==> config.mk <==
export PLATFORM = sky130hd
export DESIGN_NAME = dds_lut_loader
export DESIGN_NICKNAME = d
export VERILOG_FILES = /design/src/rtl/dds_lut_loader.sv
export SDC_FILE = /design/constraint.sdc
export NUM_CORES = 1
export LEC_CHECK = 0
export ABC_CLOCK_PERIOD_IN_PS = 2150
export CAP_MARGIN = 20
export CORE_MARGIN = 2
export CORE_UTILIZATION = 28
export CTS_CLUSTER_DIAMETER = 40
export DETAILED_ROUTE_END_ITERATION = 8
export HOLD_SLACK_MARGIN = 0.15
export PLACE_DENSITY = 0.59
export REMOVE_ABC_BUFFERS = 1
export SKIP_LAST_GASP = 1
export SLEW_MARGIN = 20
export SYNTH_ARGS = -nofsm -noshare
export SYNTH_HDL_FRONTEND = slang
export SYNTH_SLANG_ARGS = --single-unit
==> constraint.sdc <==
create_clock -name clk -period 2.15 [get_ports clk]
set_input_delay 0.215 -clock clk [delete_from_list [all_inputs] [get_ports clk]]
set_output_delay 0.215 -clock clk [all_outputs]
set_load 0.02 [all_outputs]
==> src/rtl/dds_lut_loader.sv <==
// dds_lut_loader: streams LUT_DEPTH waveform bytes from a valid/ready host
// stream into a DDS core's LUT write port, then hands the phase step through.
//
// Sequence: IDLE -> REWIND (step_out=1 for one cycle returns the DDS LUT write
// address to 0) -> LOAD (one cfg_ce write per accepted byte) -> [CHECK] -> RUN.
// A load that stalls for STALL_TIMEOUT cycles aborts to IDLE with sticky err.
//
// Optional feature: define DDS_LUT_LOADER_CHECKSUM_EN to add the CHECK state,
// which consumes one extra byte. The mod-256 sum of all data bytes plus that
// byte must be 0x00, otherwise the load fails with err.
//
// Ports:
//   clk, reset         clock, synchronous active-high reset
//   start              pulse: begin a new load (honoured in IDLE and RUN only)
//   s_data/s_valid     host byte stream;  s_ready: loader accepts a byte
//   step_in            user phase step, forwarded in RUN with 1-cycle latency
//   cfg/cfg_ce         LUT write byte and strobe to the DDS
//   step_out           phase step to the DDS
//   busy               high in REWIND, LOAD and CHECK
//   done               one-cycle pulse on entry to RUN
//   err                sticky load failure, cleared by an accepted start
module dds_lut_loader #(
  parameter int unsigned LUT_DEPTH     = 4096,
  parameter int unsigned STALL_TIMEOUT = 65535
) (
  input  logic        clk,
  input  logic        reset,
  input  logic        start,
  input  logic [7:0]  s_data,
  input  logic        s_valid,
  output logic        s_ready,
  input  logic [31:0] step_in,
  output logic [7:0]  cfg,
  output logic        cfg_ce,
  output logic [31:0] step_out,
  output logic        busy,
  output logic        done,
  output logic        err
);

  localparam int unsigned CNT_W   = 12;
  localparam int unsigned STALL_W = 16;
  localparam int unsigned DATA_W  = 8;
  localparam int unsigned STEP_W  = 32;

  localparam logic [CNT_W-1:0]   LAST_BEAT  = CNT_W'(LUT_DEPTH - 1);
  localparam logic [STALL_W-1:0] STALL_LAST = STALL_W'(STALL_TIMEOUT - 1);

`ifdef DDS_LUT_LOADER_CHECKSUM_EN
  typedef enum logic [2:0] {
    S_IDLE, S_REWIND, S_LOAD, S_CHECK, S_RUN
  } state_t;
`else
  typedef enum logic [2:0] {
    S_IDLE, S_REWIND, S_LOAD, S_RUN
  } state_t;
`endif

  state_t              state, state_d;
  logic [CNT_W-1:0]    byte_cnt, byte_cnt_d;
  logic [STALL_W-1:0]  stall_cnt, stall_cnt_d;
  logic [DATA_W-1:0]   cfg_d;
  logic                cfg_ce_d;
  logic                s_ready_d;
  logic [STEP_W-1:0]   step_out_d;
  logic                busy_d;
  logic                done_d;
  logic                err_d;
  logic                beat_c;
`ifdef DDS_LUT_LOADER_CHECKSUM_EN
  logic [DATA_W-1:0]   sum, sum_d;
`endif

  assign beat_c = s_valid & s_ready;

  // Next state, counters and next values of every registered output.
  always_comb begin
    state_d     = state;
    byte_cnt_d  = byte_cnt;
    stall_cnt_d = stall_cnt;
    cfg_d       = cfg;
    cfg_ce_d    = 1'b0;
    err_d       = err;
`ifdef DDS_LUT_LOADER_CHECKSUM_EN
    sum_d       = sum;
`endif

    case (state)
      S_IDLE: begin
        if (start) begin
          state_d = S_REWIND;
          err_d   = 1'b0;
        end
      end

      S_REWIND: begin
        byte_cnt_d  = '0;
        stall_cnt_d = '0;
`ifdef DDS_LUT_LOADER_CHECKSUM_EN
        sum_d       = '0;
`endif
        state_d     = S_LOAD;
      end

      S_LOAD: begin
        if (beat_c) begin
          cfg_d       = s_data;
          cfg_ce_d    = 1'b1;
          stall_cnt_d = '0;
          byte_cnt_d  = byte_cnt + CNT_W'(1);
`ifdef DDS_LUT_LOADER_CHECKSUM_EN
          sum_d       = sum + s_data;
          if (byte_cnt == LAST_BEAT) state_d = S_CHECK;
`else
          if (byte_cnt == LAST_BEAT) state_d = S_RUN;
`endif
        end else if (stall_cnt == STALL_LAST) begin
          state_d = S_IDLE;
          err_d   = 1'b1;
        end else begin
          stall_cnt_d = stall_cnt + STALL_W'(1);
        end
      end

`ifdef DDS_LUT_LOADER_CHECKSUM_EN
      // The checksum byte is consumed but never written to the LUT.
      S_CHECK: begin
        if (beat_c) begin
          stall_cnt_d = '0;
          if (DATA_W'(sum + s_data) == '0) begin
            state_d = S_RUN;
          end else begin
            state_d = S_IDLE;
            err_d   = 1'b1;
          end
        end else if (stall_cnt == STALL_LAST) begin
          state_d = S_IDLE;
          err_d   = 1'b1;
        end else begin
          stall_cnt_d = stall_cnt + STALL_W'(1);
        end
      end
`endif

      S_RUN: begin
        if (start) begin
          state_d = S_REWIND;
          err_d   = 1'b0;
        end
      end

      default: state_d = S_IDLE;
    endcase

    // Outputs are decoded from the next state so they line up with it.
    s_ready_d  = 1'b0;
    busy_d     = 1'b0;
    step_out_d = '0;
    case (state_d)
      S_REWIND: begin
        busy_d     = 1'b1;
        step_out_d = STEP_W'(1);
      end
      S_LOAD: begin
        busy_d    = 1'b1;
        s_ready_d = 1'b1;
      end
`ifdef DDS_LUT_LOADER_CHECKSUM_EN
      S_CHECK: begin
        busy_d    = 1'b1;
        s_ready_d = 1'b1;
      end
`endif
      S_RUN:   step_out_d = step_in;
      default: ;
    endcase
    done_d = (state_d == S_RUN) && (state != S_RUN);
  end

  // State, counters and output registers.
  always_ff @(posedge clk) begin
    if (reset) begin
      state     <= S_IDLE;
      byte_cnt  <= '0;
      stall_cnt <= '0;
      cfg       <= '0;
      cfg_ce    <= 1'b0;
      s_ready   <= 1'b0;
      step_out  <= '0;
      busy      <= 1'b0;
      done      <= 1'b0;
      err       <= 1'b0;
`ifdef DDS_LUT_LOADER_CHECKSUM_EN
      sum       <= '0;
`endif
    end else begin
      state     <= state_d;
      byte_cnt  <= byte_cnt_d;
      stall_cnt <= stall_cnt_d;
      cfg       <= cfg_d;
      cfg_ce    <= cfg_ce_d;
      s_ready   <= s_ready_d;
      step_out  <= step_out_d;
      busy      <= busy_d;
      done      <= done_d;
      err       <= err_d;
`ifdef DDS_LUT_LOADER_CHECKSUM_EN
      sum       <= sum_d;
`endif
    end
  end

endmodule

# After elaboration in Yosys (flattened, before gate mapping)
# Index checks and enable logic that the tools add are counted.
# op_classes
n_reduce_logical	11
bitwise_logic	2
n_eq_ne	14
n_mux	18
addsub	2
# ops
operator	n
$pmux W32 S2	1
$mux W16	2
$pmux W16 S2	1
$pmux W12 S2	1
$add A16 B1 Y16 const B	1
$eq A16 B16 Y1 const B	1
$add A12 B1 Y12 const B	1
$eq A12 B12 Y1 const B	1
$eq A3 B2 Y1 const B	4
$mux W12	1
$mux W3	4
$pmux W3 S3	1
$eq A3 B1 Y1 const B	2
$mux W1	6
$ne A2 B2 Y1 const B	3
$reduce_and A2 Y1	3
$reduce_or A2 Y1	3
$reduce_and A4 Y1	1
$reduce_bool A2 Y1	2
$logic_not A3 Y1	1
$ne A3 B2 Y1 const B	1
$ne A3 B3 Y1 const B	1
$ne A2 B1 Y1 const B	1
$pmux W1 S2	1
3 further kinds	3
# totals
elab_cells	57
input_bits	44
reg_bits	76
output_inout_bits	45

# Longest topological paths before layout
# depth
word_depth	7
ltp_mapped	8

# Worst setup path before layout
# Ideal clock, no wire load.
# synth_timing
path_type	register to register
startpoint	register byte_cnt[0]
endpoint	register step_out[10]
required_ps	2091
setup_ps	59
path_stages_with_launch	8
arrival_time_ps	1796
setup_slack_ps	296
path_cell_list	dfxtp_1 ha_1 nand4_1 or4_4 a211o_1 a21oi_4 buf_6 and2_1
# synth_via
elab_chain_cells	6
word_cells_on_any_way	7
# synth_lines
item	line	rtl
from (decl)	60	logic [CNT_W-1:0] byte_cnt, byte_cnt_d;
from (signal assigned)	198	byte_cnt <= byte_cnt_d;
$eq A12 B12 Y1 (*)	115	if (byte_cnt == LAST_BEAT) state_d = S_RUN;
$mux W3 (*)	115	
$mux W3 (*)	106	if (beat_c) begin
$pmux W3 S3 (*)	88	case (state)
$eq A3 B2 Y1 or $eq A3 B1 Y1 (tied branches)	159	case (state_d)
$pmux W32 S2 (*)	159	
to (signal assigned)	203	step_out <= step_out_d;
to (decl)	35	output logic [31:0] step_out,
# Mark *: on every way between the ends. The rest lies on a longest branch, timed or not.
# A chain may end at the register's enable or synchronous reset.

# Final worst setup path
# layout_timing
startpoint	register byte_cnt[1]
endpoint	register step_out[3]
# The elaborated chain is that of the path after synthesis.

==> summary.txt <==
Run status
  • Run status: complete, no violations

Power
  • LEAKAGE: 0.001548 uW
  • P per Cell Area: 602.3 mW/mm^2
  • P_int: 1943 uW
  • Total power draw: 2569 uW
  • Clock share of power: 39.1%
  • Sequential power share: 55.4%
  • Switch share: 24.37%
  • NetSw: 626.1 uW
  • Part of the power in combinational logic: roughly 5.5%
  • Worst vdd ir: 0.3530 mV

Setup path
  • Reg2reg end: step_out[3]$_SDFF_PP0_
  • Crit path capture type: flop
  • Worst Reg-to-Reg Cells: 7
  • Startpoint types: flop
  • Setup crit start: byte_cnt[1]$_SDFFE_PP0P_
  • Critical Path RT: 2440 ps
  • Critical Path AT: 2290 ps
  • Reg2Reg Setup Slack: 150 ps
  • R2r startpoint: byte_cnt[1]$_SDFFE_PP0P_
  • CP bufs+invs: 1
  • Crit Path Class: flop to flop
  • CP Cell Sequence: ha_1, nand4_1, or4_4, a211o_1, a21oi_4, buf_12, and2_1
  • CP delay by family, top: simple AND/OR/NAND/NOR gates
  • Critical path peak fanout: 31
  • CP peak stage delay: 440 ps
  • Crit path max-delay cell type: or4_4

Finish
  • Layout overhead on the synthesized area: 42.99%
  • Design Area, Final: 0.004265 sq mm
  • Most frequent cells in the layout: 88 x clkdlybuf4s50_1, 76 x dfxtp_1, 34 x and2_1
  • Final cell count without fillers: approximately 560
  • Layout fillers: 1,030
  • Antenna cell count: 0
  • Layout cell share with drive strength beyond 1: 10.40%
  • Final core occ: 41.32%
  • Net count, final: 465
  • Most common cell after layout, fill and taps aside: clkdlybuf4s50_1

Clock network
  • Cts bufs inserted: 9
  • Clk sinks: 76
  • H-Tree Depth: 3
  • Hold buffers post-CTS: 0
  • Worst-skew pair later-pin latency: 350 ps
  • TritonCTS clock tree: yes
  • Max clock buf depth: 2
  • Worst-path clk slew: roughly 80 ps
  • CTS root buffer: clkbuf_8

STA
  • # setup viols final: 0
  • Slew @ Worst Pin: 588.4 ps
  • Fmax: ~0.5 GHz
  • RSZ-0062 raised after global routing: no
  • Final Slew Violations: 0
  • Post-layout minimum cycle time: 1996 ps
  • Part of the cycle the worst path needs: 92.84%
  • Worst slew margin: 60.69%
  • Final hold vios: 0
  • Final setup TNS: 0 ps
  • Setup Skew: 8.275 ps

Synth
  • Yosys warns: 0
  • Mux contribution to synthesized area: around 1.7%
  • Synth Area in Adders: 1.258%
  • Async set-reset flop share out of synthesis: 0%
  • Flops & latches, synth: 76
  • Post-synthesis simple-gate area fraction: 27.94%
  • Main synth FF type: dfxtp_1
  • Syn avg cell area: 9.380 sq um
  • Synth Area in Compound Gates: around 10%
  • Mapped Cells: 318
  • Seq/Total Area, Yosys: between 50% and 60%
  • Post-Synth XOR/XNOR Area: 4.992%
  • Post-Synthesis Cell Area: a little under 0.003 sq mm
  • Number of synthesized flops with an enable pin: 0
  • Largest family of logic cells by synthesized area: simple AND/OR/NAND/NOR gates
  • Synth unique cells: 45

Die
  • FP Rows: 37
  • IO Pins: 89
  • Die area: 0.01150 sq mm
  • Die height: between 100 and 150 um
  • Initial Util: 28.89%
  • Die X: ~110 um
  • Core area: between 0.01 and 0.015 sq mm

Placed design
  • Buffers on Ports: 88
  • Routability cong.: 0.7577
  • Dpl cells: 543
  • DP Area: roughly 0.0041 sq mm
  • Final HPWL DP: around 5200 um

Drt
  • Vias per cell: 4.513
  • Starting DRT DRC Count: 86
  • ANT nets after route: 0
  • TritonRoute pass-1 iters: 6
  • # DRC: 0
  • Total Wirelength: 6932 um
  • Wire per inst: 12.40 um
  • Vias: between 2,000 and 3,000

Global route
  • Vias in the first global route: approximately 2,400
  • Gr usage total: around an eighth
  • First-pass GRT wire length: 11,410 um
  • Initial antenna violation count: 0
  • Gr ovfl total: 0
  • Largest net degree at the start of global routing: 32

Job
  • Maxcap violations: 0

Min path
  • Hold WC Path Type: input pin to flop
  • Hold path cells: 3
  • Hold Path End: cfg[0]$_SDFFE_PP0P_
  • Startpoint of the worst hold path: s_data[0]
cell families after synthesis:
family / Yosys count
AO/OA/AOI/OAI: 46
XOR/XNOR: 17
adder cells (fa/ha/maj): 3
buffers and inverters: 17
flip-flops: 76
multiplexers: 5
other: 1
AND/OR/NAND/NOR: 153
worst max path at each step:
stage | endpoint | slack [ps] | cells after the start
after floorplan | step_out[10]$_SDFF_PP0_ | 210 | 5
after global placement | step_out[19]$_SDFF_PP0_ | 20 | 7
after detailed placement | step_out[4]$_SDFF_PP0_ | -20 | 7
after CTS | step_out[4]$_SDFF_PP0_ | 120 | 7
after global routing | stall_cnt[7]$_SDFFE_PP0P_ | 20 | 6
final | step_out[3]$_SDFF_PP0_ | 150 | 7
what timing repair did:
action	in CTS	in global routing
endpoints found under the setup margin	0	1
gates resized for setup	0	1
setup buffers	0	0
cell usage after synthesis (5+ instances only):
cell type / instances / area share, %
a21oi_1: 22 / 3.7
nand2_1: 31 / 3.9
xor2_1: 6 / 1.8
nand3_1: 11 / 1.8
nor3_1: 6 / 1.0
xnor2_1: 11 / 3.2
nor2_1: 24 / 3.0
or3_1: 8 / 1.7
nand4_1: 7 / 1.5
clkbuf_1: 8 / 1.0
a211oi_1: 6 / 1.5
and2_1: 34 / 7.1
and3_1: 7 / 1.5
o21ai_0: 5 / 0.84
dfxtp_1: 76 / 51
cell type report:
cell class | instances | area, sq um | share of cell area [%]
Timing Repair Buffer | 103 | 1006 | 23.58
Tap cell | 136 | 170.2 | 3.989
Multi-Input combinational cell | 225 | 1376 | 32.27
Sequential cell | 76 | 1521 | 35.67
Clock buffer | 9 | 123.9 | 2.904
Clock inverter | 7 | 56.30 | 1.320
Inverter | 3 | 11.26 | 0.2640
registers in the layout, summed over array words and instances (netlist names):
name and count:
stall_cnt 16, s_ready 1, done 1, step_out 32, cfg_ce 1, byte_cnt 12
busy 1, state 3, err 1, cfg 8
worst min-delay path: cells and delay by family:
kind	cells	cell delay, ps
compound gates	1	50
buf+inv	1	390
simple gates	1	60
power by group through the flow:
stage / clock, uW / sequential [uW] / combinational, uW
floorplan: 0 / 1460 / 36.2
global placement: 0 / 1460 / 142
detailed placement: 0 / 1460 / 143
CTS: 1050 / 1420 / 143
global route: 1100 / 1420 / 156
finish: 1010 / 1420 / 142
per-stage QoR:
step	hold slack (ps)	setup WS, ps
floorplan	284.1	206.5
global placement	442.8	22.65
global route	393.2	18.87
CTS	388.1	122.3
finish	407.0	153.9
detailed placement	448.4	-24.97
per-layer routing:
metal	vias to the layer above	part of all wire, %	wire (um)	track usage, %
li1	1288	-	-	-
met1	1133	43	3015	15.08
met2	91	43	2982	18.54
met3	11	12	818	7.660
met4	0	1.7	116	4.731
met5	-	0	0	0
Note: power is estimated with default switching activity, not from simulation.
